## src/rtl/rv32i_fetch_ctrl.sv

```systemverilog
// RV32I multi-cycle fetch/sequence controller: owns the PC, fetches one word per step
// over a req/ack port into the instruction register, waits for retire, traps on faults.
module rv32i_fetch_ctrl #(
  parameter logic [31:0] RESET_PC    = 32'h0000_0000,
  parameter int          TIMEOUT_CYC = 16
) (
  input  logic        clk_i,
  input  logic        rst_ni,
  input  logic        en_i,
  output logic        imem_req_o,
  output logic [31:0] imem_addr_o,
  input  logic        imem_ack_i,
  input  logic        imem_err_i,
  input  logic [31:0] imem_rdata_i,
  output logic [31:0] instr_o,
  output logic        instr_valid_o,
  output logic [31:0] pc_o,
  input  logic        exec_done_i,
  input  logic [31:0] next_pc_i,
  output logic        trap_o,
  output logic [1:0]  trap_cause_o,
  input  logic        trap_clr_i,
  output logic [31:0] instret_o
);

  localparam int          CW      = $clog2(TIMEOUT_CYC + 1);
  localparam logic [CW-1:0] CNT_MAX = CW'(TIMEOUT_CYC - 1);
  localparam logic [31:0] NOP     = 32'h0000_0013;

  localparam logic [1:0] CAUSE_MISALIGN = 2'b00;
  localparam logic [1:0] CAUSE_BUSERR   = 2'b01;
  localparam logic [1:0] CAUSE_TIMEOUT  = 2'b10;

  typedef enum logic [1:0] {S_IDLE, S_REQ, S_EXEC, S_TRAP} state_e;

  state_e          state_q, state_d;
  logic [31:0]     pc_q, pc_d;
  logic [31:0]     instr_q, instr_d;
  logic [31:0]     instret_q, instret_d;
  logic            valid_q, valid_d;
  logic            req_q, req_d;
  logic            trap_q, trap_d;
  logic [1:0]      cause_q, cause_d;
  logic [CW-1:0]   cnt_q, cnt_d;

  always_comb begin
    state_d   = state_q;
    pc_d      = pc_q;
    instr_d   = instr_q;
    instret_d = instret_q;
    cause_d   = cause_q;
    cnt_d     = cnt_q;
    case (state_q)
      S_IDLE: begin
        if (en_i) begin
          if (pc_q[1:0] != 2'b00) begin
            state_d = S_TRAP;
            cause_d = CAUSE_MISALIGN;
          end else begin
            state_d = S_REQ;
          end
        end
      end
      S_REQ: begin
        // priority: err over ack, ack over timeout
        if (imem_err_i) begin
          state_d = S_TRAP;
          cause_d = CAUSE_BUSERR;
          cnt_d   = '0;
        end else if (imem_ack_i) begin
          state_d = S_EXEC;
          instr_d = imem_rdata_i;
          cnt_d   = '0;
        end else if (cnt_q == CNT_MAX) begin
          state_d = S_TRAP;
          cause_d = CAUSE_TIMEOUT;
          cnt_d   = '0;
        end else begin
          cnt_d = cnt_q + CW'(1);
        end
      end
      S_EXEC: begin
        if (exec_done_i) begin
          pc_d      = next_pc_i;
          instret_d = instret_q + 32'd1;
          if (!en_i) begin
            state_d = S_IDLE;
          end else if (next_pc_i[1:0] != 2'b00) begin
            state_d = S_TRAP;
            cause_d = CAUSE_MISALIGN;
          end else begin
            state_d = S_REQ;
          end
        end
      end
      S_TRAP: begin
        if (trap_clr_i) begin
          state_d = S_IDLE;
          pc_d    = RESET_PC;
        end
      end
      default: state_d = S_IDLE;
    endcase
    // status outputs are registered copies of the next-state decode
    req_d   = (state_d == S_REQ);
    valid_d = (state_d == S_EXEC);
    trap_d  = (state_d == S_TRAP);
  end

  always_ff @(posedge clk_i or negedge rst_ni) begin
    if (!rst_ni) begin
      state_q   <= S_IDLE;
      pc_q      <= RESET_PC;
      instr_q   <= NOP;
      instret_q <= '0;
      valid_q   <= 1'b0;
      req_q     <= 1'b0;
      trap_q    <= 1'b0;
      cause_q   <= 2'b00;
      cnt_q     <= '0;
    end else begin
      state_q   <= state_d;
      pc_q      <= pc_d;
      instr_q   <= instr_d;
      instret_q <= instret_d;
      valid_q   <= valid_d;
      req_q     <= req_d;
      trap_q    <= trap_d;
      cause_q   <= cause_d;
      cnt_q     <= cnt_d;
    end
  end

  assign imem_req_o    = req_q;
  assign imem_addr_o   = pc_q;
  assign instr_o       = instr_q;
  assign instr_valid_o = valid_q;
  assign pc_o          = pc_q;
  assign trap_o        = trap_q;
  assign trap_cause_o  = cause_q;
  assign instret_o     = instret_q;

endmodule

```

## config.mk

```make
export PLATFORM = sky130hd
export DESIGN_NAME = rv32i_fetch_ctrl
export DESIGN_NICKNAME = d
export VERILOG_FILES = /design/src/rtl/rv32i_fetch_ctrl.sv
export SDC_FILE = /design/constraint.sdc
export NUM_CORES = 1
export LEC_CHECK = 0
export CAP_MARGIN = 20
export CORE_MARGIN = 1.5
export CORE_UTILIZATION = 35
export CTS_CLUSTER_DIAMETER = 30
export DETAILED_ROUTE_END_ITERATION = 6
export PLACE_DENSITY = 0.69
export SLEW_MARGIN = 10
export SYNTH_ARGS = -nofsm -noshare
export SYNTH_HDL_FRONTEND = slang
export SYNTH_SLANG_ARGS = --single-unit
```

## constraint.sdc

```tcl
create_clock -name clk_i -period 4.3 [get_ports clk_i]
set_input_delay 0.86 -clock clk_i [delete_from_list [all_inputs] [get_ports clk_i]]
set_output_delay 0.86 -clock clk_i [all_outputs]
set_load 0.02 [all_outputs]
```

* After elaboration in Yosys (flattened, before gate mapping) *
Cells that the tools add are included.

word-level totals
  register bits after elaboration = 108
  input bits = 71
  output and inout port bits = 133
  logic and storage cells = 61

operators by class
  add/subtract/negate cells = 2
  equal/unequal tests = 15
  mux-type cells = 25
  bitwise gates (word level) = 1
  reduce and logical (&&, ||, !) cells = 9

operator list
  kind                                                  count
  two-way mux 32 bit                                    2
  one-hot mux 32 bit (2 select lines)                   1
  two-way mux 2 bit                                     17
  adder 32 x 1 -> 32 bit (second input constant)        1
  two-way mux 5 bit                                     3
  != test 2 bit (second input constant)                 6
  equality test 2 bit (second input constant)           4
  one-hot mux 2 bit (4 select lines)                    1
  AND reduction 8 bit                                   1
  != test 3 bit (second input constant)                 2
  one-hot mux 2 bit (3 select lines)                    1
  AND reduction 3 bit                                   2
  nonzero test 2 bit                                    3
  adder 5 x 1 -> 5 bit (second input constant)          1
  equality test 5 x 4 -> 1 bit (second input constant)  1
  equality test 2 x 1 -> 1 bit (second input constant)  2
  nonzero test 3 bit                                    1
  zero test 2 bit                                       1
  AND reduction 2 bit                                   1
  inverter 1 bit                                        1

* Logic depth before layout (Yosys ltp) *
  word-level depth = 6
  depth in mapped cells = 7
  gate-level depth less buffers = 6

* Worst setup path before layout *
No wires, ideal clock.

  path kind = input-to-reg
  start = input port imem_err_i
  end = register instr_q[10] (netlist: instr_o[10])
  setup time = 0.125 ns
  arrival time = 1.867 ns
  required time = 4.175 ns
  path slack = 2.309 ns
  stages = 4
  path buffers = 2
  cell sequence = clkbuf_1 > nor3b_4 > buf_6 > mux2_2

on the way
  cells in the longest elaborated chain, start to end = 2

ends and longest elaborated chain
  element                        line  text
  start: declaration             13    input logic imem_err_i,
  inverter 1 bit (no line)       n/a
  AND reduction 3 bit (no line)  n/a
  end signal: assignment         124   instr_q <= instr_d;
  end: declaration               38    logic [31:0] instr_q, instr_d;

No other way between the ends.
A chain may end at the register's enable or synchronous reset.

* Worst setup path after layout *
  start = input port exec_done_i
  end = register instret_q[21] (netlist: instret_o[21])

on the way
  cells in the longest elaborated chain, start to end = 1

ends and longest elaborated chain
  element                        line  text
  start: declaration             18    input logic exec_done_i,
  AND reduction 2 bit (no line)  n/a
  end signal: assignment         125   instret_q <= instret_d;
  end: declaration               39    logic [31:0] instret_q, instret_d;

No other way between the ends.

==> summary.md <==
| Metric | Value |
|---|---|
| Status | finished, final reports clean |
| Antenna violations before repair | 0 |
| Storage cell area | 0.00271 mm2 |
| Syn Std Cell Area | 0.00466 mm2 |
| Ant diodes | 0 |
| IR drop worst, VDD | approximately 440 uV |
| First-pass GRT wire length | 18.1 mm |
| Row Count | 41 |
| Post-cts hold buffer count | 0 |
| TritonCTS buffer count | 9 |
| Worst setup EP type | register |
| # resized after CTS | 0 |
| Vias/cell | between 4 and 5 |
| Synthesis-stage register bit count | between 100 and 150 |
| Setup Viol. Count Final | 0 |
| Peak fanout along the critical path | 11 |
| Layout cell share with drive strength beyond 1 | 0.121 |
| Synth Instances | 360 |
| RSZ-0062 raised after global routing | no |
| Worst-Margin Slew | 745 ps |
| Min-Delay Path Class | reg2reg |
| Total die area | approximately 0.014 mm2 |
| Final Hold Vio Count | 0 |
| Sequential-to-total area share from yosys stat | 0.581 |
| EDFF count, synth | 0 |
| Htree depth | 3 |
| I/O Buffers | 203 |
| Leakage | 2.93 nW |
| Starting Density | 0.363 |
| Vias in the first global route | around 3,400 |
| Tot GR Track Use | 0.164 |
| Power Total | around 4.8 mW |
| Placed inst area | ~0.0066 mm2 |
| Antenna viol nets, final | 0 |
| Largest net degree at the start of global routing | a little under 60 |
| WL final | about 11 mm |
| CP arrival | 2650 ps |
| Fin Setup TNS | 0 ps |
| Worst path top cell family by delay | simple AND/OR/NAND/NOR gates |
| Sink Count | ~110 |
| Commonest non-fill, non-tap cells in the layout | clkdlybuf4s50_1, dfrtp_1, a22o_1 |
| Clk Tree Root Cell | clkbuf_16 |
| Die X-Extent | 118 um |
| WL/cell | 15.9 um |
| Most common cell after layout, fill and taps aside | clkdlybuf4s50_1 |
| FFs w/ async S/R, synth | 1.00 |
| Avg Inst Size Synth | around 13 um2 |
| Worst Skew | 6.55 ps |
| Pwr per Cell Area | between 600 and 700 mW/mm2 |
| Worst Path Buf+Inv | 1 |
| Worst EP required | about 4500 ps |
| Worst rel slew slack | 0.503 |
| Netlist cell types | 39 |
| Drt first-iter violations | around 140 |
| Nets@finish | about 600 |
| Max Cap Violations | 0 |
| Area used by multi-input combinational logic | 0.00158 mm2 |
| Yosys warns | 0 |
| Final worst path period need | between 2000 and 2500 ps |
| Design area | about 0.007 mm2 |
| Synthesized net count | ~430 |
| Clk buf depth | 2 |
| Util after Layout | 0.537 |
| Slowest-stage cell, CP | nor4_4 |
| Critical path type | in2reg |
| CP Cell Sequence | clkdlybuf4s50_1, nand3b_4, nor4_4, nand4_1, xnor2_1 |
| Startpoint types | input pin |
| RD Place Congestion | between 0.7 and 0.8 |
| CTS tree | built |
| Total congestion overflow | 0 |
| Synth Flop Type | dfrtp_1 |
| Vias | roughly 3,400 |
| IO Count | between 200 and 250 |
| Drt first pass iters | 4 |
| Slew Viols, Final | 0 |
| P&R area growth vs syn | 47.9% |
| Die Ht | about 120 um |
| HPWL after DPL | 8.34 mm |
| Worst skew pair latency | 350 ps |
| Max incr delay on CP | 680 ps |
| Fmax | between 400 and 500 MHz |
| Post-CTS Setup Inserts | 0 |
| Crit share post-route | 0.562 |
| DRC viols | 0 |
| Clk slew on worst S/H paths | 70 ps |
| Fillcell total | 1,102 |
| Core area | 0.0128 mm2 |
## cell usage after synthesis, drive strengths merged (3+ instances only)
master	count	share of area
and3	4	0.0054
nand4	14	0.019
nor2	11	0.0089
nand2	19	0.015
inv	6	0.0048
nand3	15	0.016
dfstp	3	0.017
xor2	4	0.0075
dfrtp	105	0.56
o21ai	6	0.0064
xnor2	27	0.051
nor3	5	0.0054
mux2	34	0.082
buf	46	0.073
a22o	34	0.064
## kinds of logic (layout without fill, tap and decap cells)
group	after synthesis	count (layout)	synth area share
flip-flops	108	108	0.581
AND/OR/NAND/NOR	83	83	0.110
buffers and inverters	54	230	0.0798
AO/OA/AOI/OAI	48	48	0.0830
multiplexers	34	34	0.0822
XOR/XNOR	31	31	0.0583
adder cells (fa/ha/maj)	2	2	0.00537
## final cells by class
class,count,share of cell area
timing repair buffer,208,0.301
multi-input combinational,198,0.229
sequential,108,0.393
clock inverter,5,0.00509
inverter,6,0.00327
tap,172,0.0313
clock buffer,11,0.0367
## power breakdown
group / internal (mW) / total (mW) / switching, mW / leakage (nW)
clock network: 0.426 / 0.787 / 0.362 / 0.142
registers: 1.39 / 1.69 / 0.299 / 1.40
logic: 1.20 / 2.32 / 1.12 / 1.39
## final timing paths
path,start,end,slack (ps),cells after the start
worst max-delay path,exec_done_i,instret_o[21],1880,5
worst min-delay path,instret_o[31],instret_o[31],480,1
worst max register to register,state_q[0],instret_o[21],2360,4
worst min register to register,instret_o[31],instret_o[31],480,1
max in group asynchronous,rst_ni,imem_addr_o[16],2880,2
min in group asynchronous,rst_ni,instret_o[15],580,1
## routing by layer
layer,GRT usage,vias to the layer above,wire length (um)
li1,-,1584,-
met2,0.274,129,5510
met4,0.0625,0,149
met3,0.0372,10,683
met1,0.205,1644,4940
met5,0,-,0
## metrics by stage
| step | std cells | hold slack [ps] | worst slack (ps) |
|---|---|---|---|
| 6_report | 708 | 480 | 1880 |
| 5_1_grt | 708 | 512 | 1770 |
| 4_1_cts | 707 | 477 | 1840 |
| 3_5_place_dp | 691 | 467 | 1460 |
| 3_3_place_gp | 691 | 467 | 1530 |
| 2_1_floorplan | 360 | 449 | 2310 |
## sequential cells by signal (all words and copies together), names as in the netlist
name / cells
state_q: 2
cnt_q: 5
instr_valid_o: 1
trap_cause_o: 2
instr_o: 32
instret_o: 32
trap_o: 1
imem_req_o: 1
imem_addr_o: 32
Power figures use the tool's default switching activity.
